**src/rtl/hsv2rgb_pkg.sv**
```systemverilog
// Shared definitions for the HSV->RGB converter: colour-space constants,
// hue-sector encodings and HSV24/RGB24 field offsets.
package hsv2rgb_pkg;

    localparam int HUE_MAX        = 179;
    localparam int DEG_PER_SECTOR = 60;
    localparam int S_FULL         = 255;
    localparam int QT_DEN         = 15300;

    localparam int H_OFS = 16;
    localparam int S_OFS = 8;
    localparam int V_OFS = 0;
    localparam int R_OFS = 16;
    localparam int G_OFS = 8;
    localparam int B_OFS = 0;

    // 60-degree hue sectors, named after the colours they span
    typedef enum logic [2:0] {
        SEC_RY = 3'd0,
        SEC_YG = 3'd1,
        SEC_GC = 3'd2,
        SEC_CB = 3'd3,
        SEC_BM = 3'd4,
        SEC_MR = 3'd5
    } sector_e;

    // Sector of a hue in degrees (0..358); compare chain instead of a divider
    function automatic sector_e sector_of(input logic [8:0] h2);
        sector_e s;
        if      (h2 < 9'(1 * DEG_PER_SECTOR)) s = SEC_RY;
        else if (h2 < 9'(2 * DEG_PER_SECTOR)) s = SEC_YG;
        else if (h2 < 9'(3 * DEG_PER_SECTOR)) s = SEC_GC;
        else if (h2 < 9'(4 * DEG_PER_SECTOR)) s = SEC_CB;
        else if (h2 < 9'(5 * DEG_PER_SECTOR)) s = SEC_BM;
        else                                  s = SEC_MR;
        return s;
    endfunction

endpackage

```
**src/rtl/hsv2rgb_if.sv**
```systemverilog
// Pixel stream bundle for the HSV->RGB converter: HSV24 in, RGB24 out,
// each with a qualifier and sideband sync bits. master = pixel source/sink,
// slave = converter.
interface hsv2rgb_if #(
    parameter int SYNC_W = 3
);
    logic              in_valid;
    logic [23:0]       HSV24;
    logic [SYNC_W-1:0] in_sync;
    logic              out_valid;
    logic [23:0]       RGB24;
    logic [SYNC_W-1:0] out_sync;

    modport master (
        output in_valid, HSV24, in_sync,
        input  out_valid, RGB24, out_sync
    );

    modport slave (
        input  in_valid, HSV24, in_sync,
        output out_valid, RGB24, out_sync
    );
endinterface

```
**src/rtl/hsv2rgb_scale.sv**
```systemverilog
// Registered V*(D-x)/D for a constant denominator D.
// Macro HSV2RGB_ROUND_EN: round half up ((num + D/2)/D) instead of floor.
module hsv2rgb_scale #(
    parameter int D   = 255,
    parameter int X_W = 8
) (
    input  logic           pclk,
    input  logic           rst,
    input  logic           ce,
    input  logic [7:0]     v,
    input  logic [X_W-1:0] x,
    output logic [7:0]     res
);
    // 8b * 14b numerator plus rounding offset stays below 2^22; one spare bit
    localparam int NUM_W = 23;

    logic [NUM_W-1:0] num;
    logic [7:0]       res_d, res_q;

    // Numerator and constant division; result never exceeds v, so 8 bits suffice
    always_comb begin
        num = NUM_W'(v) * (NUM_W'(D) - NUM_W'(x));
`ifdef HSV2RGB_ROUND_EN
        num = num + NUM_W'(D / 2);
`else
        num = num + NUM_W'(0);
`endif
        res_d = ce ? 8'(num / NUM_W'(D)) : res_q;
    end

    // Result register, held while ce is low
    always_ff @(posedge pclk or posedge rst) begin
        if (rst) res_q <= '0;
        else     res_q <= res_d;
    end

    assign res = res_q;

endmodule

```
**src/rtl/hsv2rgb_top.sv**
```systemverilog
// Four-stage pipelined HSV24 -> RGB24 converter with sideband delay and a
// saturating counter of out-of-range hues.
// Macro HSV2RGB_ROUND_EN (in hsv2rgb_scale): round p/q/t half up instead of floor.
module hsv2rgb_top
    import hsv2rgb_pkg::*;
#(
    parameter int SYNC_W = 3,
    parameter int CNT_W  = 16
) (
    input  logic             pclk,
    input  logic             rst,
    input  logic             ce,
    hsv2rgb_if.slave         bus,
    output logic [CNT_W-1:0] hue_err_cnt
);

    // hue decode
    logic [7:0]        h_in, h_cl;
    logic              hue_bad;
    logic [8:0]        h2, h2_base;
    sector_e           sec_in;
    logic [5:0]        f_in;

    // stage 1
    logic [7:0]        v1_d, v1_q, s1_d, s1_q;
    logic [5:0]        f1_d, f1_q;
    sector_e           sec1_d, sec1_q;
    logic              vld1_d, vld1_q;
    logic [SYNC_W-1:0] sync1_d, sync1_q;
    logic [CNT_W-1:0]  cnt_d, cnt_q;

    // stage 2
    logic [7:0]        v2_d, v2_q, s2_d, s2_q;
    logic [15:0]       sf2_d, sf2_q, sfc2_d, sfc2_q;
    sector_e           sec2_d, sec2_q;
    logic              vld2_d, vld2_q;
    logic [SYNC_W-1:0] sync2_d, sync2_q;

    // stage 3 (p/q/t registered inside the scale instances)
    logic [7:0]        p3, q3, t3;
    logic [7:0]        v3_d, v3_q;
    sector_e           sec3_d, sec3_q;
    logic              vld3_d, vld3_q;
    logic [SYNC_W-1:0] sync3_d, sync3_q;

    // stage 4
    logic [23:0]       rgb4_d, rgb4_q;
    logic              vld4_d, vld4_q;
    logic [SYNC_W-1:0] sync4_d, sync4_q;

    // Clamp hue, convert to degrees, split into sector and offset within sector
    always_comb begin
        h_in    = bus.HSV24[H_OFS +: 8];
        hue_bad = (h_in > 8'(HUE_MAX));
        h_cl    = hue_bad ? 8'(HUE_MAX) : h_in;
        h2      = {h_cl, 1'b0};
        sec_in  = sector_of(h2);
        h2_base = 9'(DEG_PER_SECTOR) * 9'(sec_in);
        f_in    = 6'(h2 - h2_base);
    end

    // Next-state for all pipeline stages; everything holds while ce is low
    always_comb begin
        v1_d    = v1_q;    s1_d   = s1_q;   f1_d   = f1_q;   sec1_d = sec1_q;
        vld1_d  = vld1_q;  sync1_d = sync1_q; cnt_d = cnt_q;
        v2_d    = v2_q;    s2_d   = s2_q;   sf2_d  = sf2_q;  sfc2_d = sfc2_q;
        sec2_d  = sec2_q;  vld2_d = vld2_q; sync2_d = sync2_q;
        v3_d    = v3_q;    sec3_d = sec3_q; vld3_d = vld3_q; sync3_d = sync3_q;
        rgb4_d  = rgb4_q;  vld4_d = vld4_q; sync4_d = sync4_q;

        if (ce) begin
            v1_d    = bus.HSV24[V_OFS +: 8];
            s1_d    = bus.HSV24[S_OFS +: 8];
            f1_d    = f_in;
            sec1_d  = sec_in;
            vld1_d  = bus.in_valid;
            sync1_d = bus.in_sync;
            if (bus.in_valid && hue_bad && (cnt_q != '1))
                cnt_d = cnt_q + CNT_W'(1);

            v2_d    = v1_q;
            s2_d    = s1_q;
            sf2_d   = 16'(s1_q) * 16'(f1_q);
            sfc2_d  = 16'(s1_q) * (16'(DEG_PER_SECTOR) - 16'(f1_q));
            sec2_d  = sec1_q;
            vld2_d  = vld1_q;
            sync2_d = sync1_q;

            v3_d    = v2_q;
            sec3_d  = sec2_q;
            vld3_d  = vld2_q;
            sync3_d = sync2_q;

            case (sec3_q)
                SEC_RY: begin
                    rgb4_d[R_OFS +: 8] = v3_q; rgb4_d[G_OFS +: 8] = t3;   rgb4_d[B_OFS +: 8] = p3;
                end
                SEC_YG: begin
                    rgb4_d[R_OFS +: 8] = q3;   rgb4_d[G_OFS +: 8] = v3_q; rgb4_d[B_OFS +: 8] = p3;
                end
                SEC_GC: begin
                    rgb4_d[R_OFS +: 8] = p3;   rgb4_d[G_OFS +: 8] = v3_q; rgb4_d[B_OFS +: 8] = t3;
                end
                SEC_CB: begin
                    rgb4_d[R_OFS +: 8] = p3;   rgb4_d[G_OFS +: 8] = q3;   rgb4_d[B_OFS +: 8] = v3_q;
                end
                SEC_BM: begin
                    rgb4_d[R_OFS +: 8] = t3;   rgb4_d[G_OFS +: 8] = p3;   rgb4_d[B_OFS +: 8] = v3_q;
                end
                default: begin
                    rgb4_d[R_OFS +: 8] = v3_q; rgb4_d[G_OFS +: 8] = p3;   rgb4_d[B_OFS +: 8] = q3;
                end
            endcase
            vld4_d  = vld3_q;
            sync4_d = sync3_q;
        end
    end

    // Pipeline registers; reset discards every in-flight pixel
    always_ff @(posedge pclk or posedge rst) begin
        if (rst) begin
            v1_q   <= '0; s1_q   <= '0; f1_q   <= '0; sec1_q <= SEC_RY;
            vld1_q <= 1'b0; sync1_q <= '0; cnt_q <= '0;
            v2_q   <= '0; s2_q   <= '0; sf2_q  <= '0; sfc2_q <= '0;
            sec2_q <= SEC_RY; vld2_q <= 1'b0; sync2_q <= '0;
            v3_q   <= '0; sec3_q <= SEC_RY; vld3_q <= 1'b0; sync3_q <= '0;
            rgb4_q <= '0; vld4_q <= 1'b0; sync4_q <= '0;
        end else begin
            v1_q   <= v1_d;   s1_q   <= s1_d;   f1_q   <= f1_d;   sec1_q <= sec1_d;
            vld1_q <= vld1_d; sync1_q <= sync1_d; cnt_q <= cnt_d;
            v2_q   <= v2_d;   s2_q   <= s2_d;   sf2_q  <= sf2_d;  sfc2_q <= sfc2_d;
            sec2_q <= sec2_d; vld2_q <= vld2_d; sync2_q <= sync2_d;
            v3_q   <= v3_d;   sec3_q <= sec3_d; vld3_q <= vld3_d; sync3_q <= sync3_d;
            rgb4_q <= rgb4_d; vld4_q <= vld4_d; sync4_q <= sync4_d;
        end
    end

    hsv2rgb_scale #(.D(S_FULL), .X_W(8)) u_scale_p (
        .pclk (pclk), .rst (rst), .ce (ce), .v (v2_q), .x (s2_q), .res (p3)
    );

    hsv2rgb_scale #(.D(QT_DEN), .X_W(16)) u_scale_q (
        .pclk (pclk), .rst (rst), .ce (ce), .v (v2_q), .x (sf2_q), .res (q3)
    );

    hsv2rgb_scale #(.D(QT_DEN), .X_W(16)) u_scale_t (
        .pclk (pclk), .rst (rst), .ce (ce), .v (v2_q), .x (sfc2_q), .res (t3)
    );

    assign bus.out_valid = vld4_q;
    assign bus.RGB24     = rgb4_q;
    assign bus.out_sync  = sync4_q;
    assign hue_err_cnt   = cnt_q;

endmodule

```
**src/flat_wrapper.sv**
```systemverilog
// flat-port wrapper written by rule: the top's interface ports become plain ports
module hsv2rgb_top_flat import hsv2rgb_pkg::*;
#(
    parameter int SYNC_W = 3,
    parameter int CNT_W  = 16
)
  (pclk, rst, ce, hue_err_cnt, bus_in_valid, bus_HSV24, bus_in_sync, bus_out_valid, bus_RGB24, bus_out_sync);
  hsv2rgb_if #(.SYNC_W(SYNC_W)) bus_i ();
  input  logic pclk;
  input  logic rst;
  input  logic ce;
  output logic [CNT_W-1:0] hue_err_cnt;
  input wire logic [$bits(bus_i.in_valid)-1:0] bus_in_valid;
  input wire logic [$bits(bus_i.HSV24)-1:0] bus_HSV24;
  input wire logic [$bits(bus_i.in_sync)-1:0] bus_in_sync;
  output wire logic [$bits(bus_i.out_valid)-1:0] bus_out_valid;
  output wire logic [$bits(bus_i.RGB24)-1:0] bus_RGB24;
  output wire logic [$bits(bus_i.out_sync)-1:0] bus_out_sync;
  assign bus_i.in_valid = bus_in_valid;
  assign bus_i.HSV24 = bus_HSV24;
  assign bus_i.in_sync = bus_in_sync;
  assign bus_out_valid = bus_i.out_valid;
  assign bus_RGB24 = bus_i.RGB24;
  assign bus_out_sync = bus_i.out_sync;
  hsv2rgb_top #(.SYNC_W(SYNC_W), .CNT_W(CNT_W)) u_core (.pclk(pclk), .rst(rst), .ce(ce), .bus(bus_i), .hue_err_cnt(hue_err_cnt));
endmodule
```
**config.mk**
```make
export PLATFORM = sky130hd
export DESIGN_NAME = hsv2rgb_top_flat
export DESIGN_NICKNAME = d
export VERILOG_FILES = /design/src/rtl/hsv2rgb_pkg.sv /design/src/rtl/hsv2rgb_if.sv /design/src/rtl/hsv2rgb_scale.sv /design/src/rtl/hsv2rgb_top.sv /design/src/flat_wrapper.sv
export SDC_FILE = /design/constraint.sdc
export NUM_CORES = 2
export LEC_CHECK = 0
export ABC_AREA = 1
export CORE_ASPECT_RATIO = 1.5
export CORE_MARGIN = 1.5
export CORE_UTILIZATION = 35
export DETAILED_ROUTE_END_ITERATION = 6
export GPL_ROUTABILITY_DRIVEN = 0
export GPL_TIMING_DRIVEN = 1
export SYNTH_ARGS = -nofsm -noshare
export SYNTH_HDL_FRONTEND = slang
export SYNTH_SLANG_ARGS = --single-unit
```
**constraint.sdc**
```tcl
create_clock -name pclk -period 17.4 [get_ports pclk]
set_clock_uncertainty 0.15 [all_clocks]
set_input_delay 1.74 -clock pclk [delete_from_list [all_inputs] [get_ports pclk]]
set_output_delay 1.74 -clock pclk [all_outputs]
set_load 0.02 [all_outputs]
```
==> results by group <==
Route
  • Vias per cell: ~4.8
  • DR iter-0 viols: 1370
  • Detail Route Antenna Nets: 0
  • DRC: 0
  • Wire per inst: between 10 and 15 um
  • Vias after detailed routing: roughly 29000
  • Drt pass-1 iters: 5
  • WL final: between 80000 and 90000 um

Critical path
  • Worst Reg-to-Reg Cells: 86
  • Critical Path AT: between 10 and 15 ns
  • CP max stage delay: approximately 0.58 ns
  • Worst Setup EP: u_core.u_scale_q.res[0]
  • Most common cell on crit path: nand2_1
  • WP data required: 17.67 ns
  • Worst Setup End Kind: flop
  • R2R Path Start: u_core.sfc2_q[1]
  • Crit Reg-Reg Endpoint: u_core.u_scale_q.res[0]
  • Startpoint types: flop
  • Worst path slowest cell: dfrtp_1
  • Critical path origin: u_core.sfc2_q[1]
  • CP max FO: 16
  • Critical path class: reg -> reg
  • Worst reg2reg setup slack: about 2.8 ns

STA
  • Setup WS post-layout: between 2 and 3 ns
  • Max transition margin: roughly a third
  • Tcrit/Tclk final: 83.9%
  • Total negative slack: 0 ns
  • Final setup fails: 0
  • Fin. Hold Viols: 0
  • Max Slew Vio Count: 0
  • Final Critical Period: between 10 and 15 ns
  • RSZ-0062 raised after global routing: false
  • Worst-margin pin slew: ~0.98 ns
  • Fmax: between 60 and 70 MHz

Logic synthesis
  • FFs w/ async S/R, synth: 100%
  • Synth Flop Type: dfrtp_1
  • Post-synthesis sequential area ratio: between 10% and 20%
  • Syn Nets: ~5300
  • Cell variety after synth: 63
  • Synth Cell Area: around 31000 sq um
  • Syn_area_per_cell: roughly 6.4 sq um
  • #FFs+latches synth: ~160
  • Yosys warns: 0
  • Post-synth EDFFs: 0
  • Syn Inst Count: 4829

Placed design
  • Post-detail-place hpwl: between 60000 and 70000 um
  • Cell area after placement: 32800 sq um
  • Placed insts: 5965
  • Number of port buffers: 74
  • Place WS: roughly 2.8 ns

Hold path
  • HP Class: reg -> reg

CTS
  • CTS tree: done
  • Reg clk slew, reported paths: about 0.080 ns
  • Cts repair resizes: 0
  • Setup Fix Bufs, Post-CTS: 0
  • Clock tree sinks: around 160
  • Worst skew pair latency: ~0.48 ns
  • H-tree depth: 4
  • Clk buf depth: 2
  • CTS Buf Count: 17
  • Root Buffer: clkbuf_16
  • CTS Hold Bufs: 0

Final layout
  • Commonest non-fill, non-tap cells in the layout: 1537 x nand2_1, 839 x inv_1, 463 x nor2_1, 356 x nand3_1, 289 x fa_1
  • Most common cell after layout, fill and taps aside: nand2_1
  • Final cell count without fillers: between 5000 and 6000
  • Fillcell total: 9392
  • Area grow syn2layout: 7.62%
  • Finished Cell Area: roughly 33000 sq um
  • Nets: 5317
  • ANT cells: 0
  • Share of layout cells above drive strength 1: 6.64%

Run
  • Max_cap viols: 0

Die
  • Die H: between 300 and 400 um
  • DIE AREA: between 90000 and 100000 sq um
  • Count of boundary I/O pins: 75
  • Starting Density: a little over a third
  • Die width: 246 um
  • Core area: around 88000 sq um
  • Row count: 133

Global routing
  • Vias in the first global route: a little under 30000
  • Initial antenna violation count: 1
  • Largest net degree at the start of global routing: 81
  • Gr usage total: 18.5%
  • First-pass GRT wire length: about 140000 um
  • GRT overflow: 0

Run status
  • Status: finished, final reports clean
-- sequential cells by signal, indices dropped and copies added (netlist names), 5 cells and up --
name                  flops
u_core.v3_q               8
u_core.f1_q               5
u_core.u_scale_q.res      8
u_core.bus.RGB24         24
u_core.s2_q               8
u_core.sfc2_q            15
u_core.u_scale_t.res      8
u_core.sf2_q             12
u_core.v2_q               8
u_core.s1_q               8
u_core.v1_q               8
u_core.hue_err_cnt       16
u_core.u_scale_p.res      8
-- worst min-delay path by stage --
stage                           from          endpoint  slack, ns  cells after the start
floorplan           u_core.sec2_q[0]  u_core.sec2_q[0]       0.29                      2
global placement      u_core.v1_q[6]    u_core.v1_q[6]       0.31                      2
detailed placement    u_core.v1_q[7]    u_core.v1_q[7]       0.31                      2
CTS                   u_core.v1_q[7]    u_core.v1_q[7]       0.33                      2
global route          u_core.v1_q[4]    u_core.v1_q[4]       0.35                      2
finish                u_core.v1_q[7]    u_core.v1_q[7]       0.32                      2
-- layout make-up --
class                      instances  area, sq um  share of cell area [%]
clock inverter                    15          185                   0.555
tap                             1147         1440                    4.30
sequential                       161         4030                    12.1
inverter                         880         3310                    9.91
multi-input combinational       3689        23200                    69.4
timing repair buffer              88          847                    2.54
clock buffer                      17          425                    1.27
-- metrics by stage --
| stage | hold slack, ns | util, % |
|---|---|---|
| after floorplan | 0.292 | - |
| after global placement | 0.307 | 37.4 |
| after detailed placement | 0.310 | 37.4 |
| after CTS | 0.328 | 38.1 |
| after global routing | 0.346 | 38.1 |
| final | 0.324 | 38.1 |
-- cell families after synthesis --
logic type,count (synthesis),synth area share [%]
fa+ha+maj,449,25.1
flops,161,13.0
compound gates,421,7.74
xor+xnor,131,3.75
simple gates,2688,38.1
buf+inv,979,12.4
-- layer usage --
layer  part of all wire (%)  track usage (%)
met1                     41             21.3
met2                     53             35.1
met5                      0                0
met3                    2.8             1.53
met4                    3.5             6.81
-- critical path, delay by kind of cell, from the launching register on --
family                     cells  cell delay, ns
and+or+nand+nor               66            9.10
adders and majority gates      6            2.52
buffers and inverters         10            1.02
AOI/OAI and AO/OA              3            0.97
DFF                            1            0.58
xor gates and xnor gates       1            0.18
-- Yosys cell counts (11+ instances only) --
cell,instances,area [sq um]
nand3_2,21,210
o21ai_0,194,971
nor2_4,16,180
nor2_1,463,1740
or2_2,11,68.8
nand2_2,83,519
fa_1,289,5790
ha_1,160,2000
nand3b_1,21,158
buf_6,16,180
nand4_1,49,307
o21ai_1,23,115
nand2_1,1537,5770
clkbuf_1,68,255
a21oi_1,105,526
xor2_1,90,788
xnor2_1,39,342
nor3_1,26,130
inv_2,32,120
nand2_4,31,349
inv_1,841,3160
o211ai_1,12,90.1
dfrtp_1,161,4030
nor2_2,47,294
nand3_1,356,1780
o22ai_1,20,125
Power is left out: the tool's default activity adds up to more than one toggle a clock period on the data nets, which glitch-free logic cannot reach.
